### src/rtl/priority_event_encoder.sv
// rtl/priority_event_encoder.sv - registered sticky-pending priority encoder with valid/ready output
// Optional build macro: PRIORITY_EVENT_ENCODER_RR_EN selects round-robin priority instead of fixed.

module priority_event_encoder #(
  parameter  int N = 8,
  localparam int W = $clog2(N)
) (
  input  logic         clk,
  input  logic         rst_n,
  input  logic [N-1:0] evt_i,
  input  logic [N-1:0] mask_i,
  input  logic         clr_i,
  output logic         out_valid_o,
  output logic [W-1:0] out_idx_o,
  input  logic         out_ready_i,
  output logic         ovf_o
);

  logic [N-1:0] r_pending;
  logic         r_out_valid;
  logic [W-1:0] r_out_idx;
  logic         r_ovf;

  logic [N-1:0] w_cand;
  logic         w_any;
  logic [W-1:0] w_win_idx;
  logic         w_load;
  logic         w_take;
  logic [N-1:0] w_take_mask;

  // Events arriving this cycle compete immediately alongside already-pending ones.
  assign w_cand = (r_pending | evt_i) & mask_i;
  assign w_any  = |w_cand;
  assign w_load = !r_out_valid || out_ready_i;
  assign w_take = w_load && w_any;

`ifdef PRIORITY_EVENT_ENCODER_RR_EN
  logic [W-1:0] r_rr_ptr;

  // Round-robin search: descend from rr_ptr-1 with wrap; the first hit on that path wins,
  // so walking the path backwards and overwriting leaves the first hit in place.
  always_comb begin
    int start;
    w_win_idx = '0;
    start = (r_rr_ptr == '0) ? (N - 1) : (int'(r_rr_ptr) - 1);
    for (int i = N - 1; i >= 0; i--) begin
      int pos;
      pos = start - i;
      if (pos < 0) pos = pos + N;
      if (w_cand[pos]) w_win_idx = pos[W-1:0];
    end
  end

  // Pointer follows the last granted source; a clear leaves it untouched.
  always_ff @(posedge clk or negedge rst_n) begin
    if (!rst_n) begin
      r_rr_ptr <= '0;
    end else if (!clr_i && w_take) begin
      r_rr_ptr <= w_win_idx;
    end
  end
`else
  // Fixed priority: ascending scan so the highest set index is the last written.
  always_comb begin
    w_win_idx = '0;
    for (int i = 0; i < N; i++) begin
      if (w_cand[i]) w_win_idx = i[W-1:0];
    end
  end
`endif

  // One-hot of the source moved into the output slot this cycle (zero if none).
  assign w_take_mask = w_take ? ({{(N-1){1'b0}}, 1'b1} << w_win_idx) : '0;

  // Pending bits, output slot and sticky overflow; clear beats everything but reset.
  always_ff @(posedge clk or negedge rst_n) begin
    if (!rst_n) begin
      r_pending   <= '0;
      r_out_valid <= 1'b0;
      r_out_idx   <= '0;
      r_ovf       <= 1'b0;
    end else if (clr_i) begin
      r_pending   <= '0;
      r_out_valid <= 1'b0;
      r_ovf       <= 1'b0;
    end else begin
      r_pending <= (r_pending | evt_i) & ~w_take_mask;
      if (|(evt_i & r_pending & ~w_take_mask)) r_ovf <= 1'b1;
      if (w_load) begin
        r_out_valid <= w_any;
        if (w_any) r_out_idx <= w_win_idx;
      end
    end
  end

  assign out_valid_o = r_out_valid;
  assign out_idx_o   = r_out_idx;
  assign ovf_o       = r_ovf;

endmodule

### config.mk
export PLATFORM = sky130hd
export DESIGN_NAME = priority_event_encoder
export DESIGN_NICKNAME = d
export VERILOG_FILES = /design/src/rtl/priority_event_encoder.sv
export SDC_FILE = /design/constraint.sdc
export NUM_CORES = 1
export LEC_CHECK = 0
export ABC_AREA = 1
export BUFFER_PORTS_ARGS = -buffer_cell sky130_fd_sc_hd__buf_2
export CAP_MARGIN = 20
export CORE_MARGIN = 4
export CORE_UTILIZATION = 45
export CTS_CLUSTER_SIZE = 14
export DETAILED_ROUTE_END_ITERATION = 8
export PLACE_DENSITY = 0.74
export SKIP_CTS_REPAIR_TIMING = 1
export SLEW_MARGIN = 5
export SYNTH_ARGS = -nofsm -noshare
export SYNTH_HDL_FRONTEND = slang
export SYNTH_SLANG_ARGS = --single-unit
### constraint.sdc
create_clock -name clk -period 2.1 [get_ports clk]
set_clock_uncertainty 0.05 [all_clocks]
set_input_delay 0.21 -clock clk [delete_from_list [all_inputs] [get_ports clk]]
set_output_delay 0.21 -clock clk [all_outputs]
set_load 0.01 [all_outputs]
==> flow_summary.json <==
{
  "area_growth_pct": 21.83,
  "drtIter0Drc": 15,
  "io_pins": 25,
  "gp_congestion": 0.8765,
  "cts_made_buffers": 3,
  "drt-total-wl_um": 1893,
  "cts.clk_slew.worst_paths_ps": 90,
  "endpoint_kind": "flip-flop",
  "avgSynthCellArea_um2": 6.932,
  "finalMaxSlewViolations": 0,
  "worstMarginPinSlew_ps": 305.9,
  "clock_latency_ps": 280,
  "multi_input_area_um2": 427.9,
  "rows": 15,
  "die-area_mm2": 0.002673,
  "fillerInstances": 176,
  "wl_per_cell_um": 10.63,
  "start_util_pct": 48.72,
  "required_ps": 2220,
  "setup_viol": 0,
  "syn_inst": 124,
  "cp_max_fo": 6,
  "layout_setup_ws_ps": 328.8,
  "vias": 886,
  "num_antenna_cells": 0,
  "grt_remaining_overflow": 0,
  "rrSetupSlack_ps": 330,
  "period_share_pct": 84.34,
  "grt_max_degree": 14,
  "arrival_ps": 1890,
  "regArea_um2": 325.3,
  "cp-start-kind": "flip-flop",
  "htree_levels": 1,
  "post-place-ws_ps": 347.0,
  "antenna_found_initial": 0,
  "maxCapViolCount": 0,
  "coreArea_mm2": 0.001764,
  "synth.distinct_cells": 19,
  "grt_pass1_vias": 793,
  "cts_tree": "built",
  "layout_common_cells": "nand2_1 (33), inv_1 (25), buf_2 (24), dfrtp_1 (13), nor2_1 (12)",
  "dr.pass1.iters": 4,
  "maxSlewHeadroom_pct": 79.61,
  "period_needed_ps": 1771,
  "track_usage_pct": 15.18,
  "yosysSeqAreaShare_pct": 37.85,
  "p_per_area_mw_per_mm2": 620.9,
  "status": "completed",
  "clkSinkCount": 13,
  "synth_nets": 144,
  "clockRootBuffer": "clkbuf_4",
  "final_antenna_net_count": 0,
  "yosysWarnings": 0,
  "io_buffers": 24,
  "grt_pass1_wl_um": 3105,
  "hold_start": "evt_i[0]",
  "r2r-start": "r_pending[2]",
  "synth_seq_cells": 13,
  "drive_above_1_share_pct": 29.41,
  "nNetsFinal": 174,
  "die_x_um": 51.71,
  "die_height_um": 51.71,
  "regToRegEndpoint": "out_idx_o[0]",
  "leakage_nw": 0.6305,
  "cts_buffer_depth": 2,
  "dpl.hpwl_um": 1554,
  "fin_tns_setup_ps": 0,
  "syn_area_um2": 859.6,
  "viasPerCell": 4.978,
  "final_common_cell": "nand2_1",
  "whs_endpoint": "r_pending[0]",
  "irDropWorstVdd_mv": 0.3264,
  "reg2reg_depth": 6,
  "worst_hold_path.num_cells": 3,
  "drc": 0,
  "max_freq_ghz": 0.5646,
  "finalHoldViolations": 0,
  "critPathKind": "reg -> reg",
  "hold_path.class": "in -> reg",
  "rsz0062_at_grt": "false"
}
## cells in the mapped netlist
cell | instances | area [µm²]
a21oi_4 | 1 | 16.27
a31oi_1 | 1 | 6.260
dfrtp_1 | 13 | 325.3
inv_1 | 25 | 93.84
inv_2 | 1 | 3.750
inv_6 | 1 | 8.760
mux2_1 | 1 | 11.26
nand2_1 | 33 | 123.9
nand2_2 | 2 | 12.51
nand3_1 | 6 | 30.03
nand3_2 | 1 | 10.01
nand4_1 | 4 | 25.02
nor2_1 | 12 | 45.04
nor2_2 | 9 | 56.30
nor2_4 | 2 | 22.52
o211ai_1 | 3 | 22.52
o21ai_0 | 6 | 30.03
o21ai_1 | 2 | 10.01
or2_2 | 1 | 6.260
## area by class of cell
type,count,area share (%)
Clock buffer,4,2.509
Inverter,27,10.16
Sequential cell,13,31.06
Multi-Input combinational cell,84,40.86
Tap cell,25,2.987
Timing Repair Buffer,25,12.43
## layer usage
| metal | global-route usage [%] | up-vias | share of wire (%) |
|---|---|---|---|
| met4 | 4.367 | 0 | 1.2 |
| met3 | 3.725 | 5 | 6.2 |
| met1 | 17.79 | 412 | 44 |
| met2 | 27.12 | 31 | 48 |
| met5 | 0 | - | 0 |
| li1 | - | 438 | - |
## report_power, final
part / internal [mW] / total (mW) / switching, mW
registers: 0.280 / 0.296 / 0.0163
logic: 0.0755 / 0.195 / 0.119
clock network: 0.0736 / 0.159 / 0.0856
total: 0.429 / 0.650 / 0.221
## kinds of logic (layout without fill, tap and decap cells)
group / after synthesis / count (layout) / share of synthesized area [%]
AND/OR/NAND/NOR: 70 / 70 / 38.57
buffers and inverters: 27 / 56 / 12.37
AO/OA/AOI/OAI: 13 / 13 / 9.899
flip-flops: 13 / 13 / 37.85
multiplexers: 1 / 1 / 1.310
## critical path: stages, from the launching register on
cell and delay (ps):
dfrtp_1 410, o21ai_1 210, nand2_1 140, nor2_1 220, nand2_1 110, nand3_1 180
mux2_1 340
## how the worst max path moves through the flow
stage                     cells past startpoint    startpoint  slack [ps]      endpoint
after floorplan                               8  r_pending[6]         560  out_idx_o[0]
after global placement                        6  r_pending[2]         360  out_idx_o[0]
final                                         6  r_pending[2]         330  out_idx_o[0]
after detailed placement                      6  r_pending[2]         350  out_idx_o[0]
after global routing                         14  r_pending[2]         150         ovf_o
after CTS                                     6  r_pending[2]         340  out_idx_o[0]
## flip-flops by register name, indices dropped and copies added, names as in the netlist
name and cells:
ovf_o 1, out_idx_o 3, out_valid_o 1, r_pending 8
## through the flow
| stage | util (%) | instances | area, µm² | power, mW | hold slack (ps) |
|---|---|---|---|---|---|
| final | 59.36 | 178 | 1047 | 0.6502 | 136.8 |
| after detailed placement | 57.30 | 173 | 1011 | 0.4949 | 66.34 |
| after CTS | 58.79 | 177 | 1037 | 0.6537 | -236.8 |
| after global placement | 57.30 | 173 | 1011 | 0.4893 | 67.44 |
| after floorplan | - | 124 | 859.6 | 0.4274 | -135.6 |
| after global routing | 59.36 | 178 | 1047 | 0.6999 | 154.3 |
Note: power is estimated with default switching activity, not from simulation.
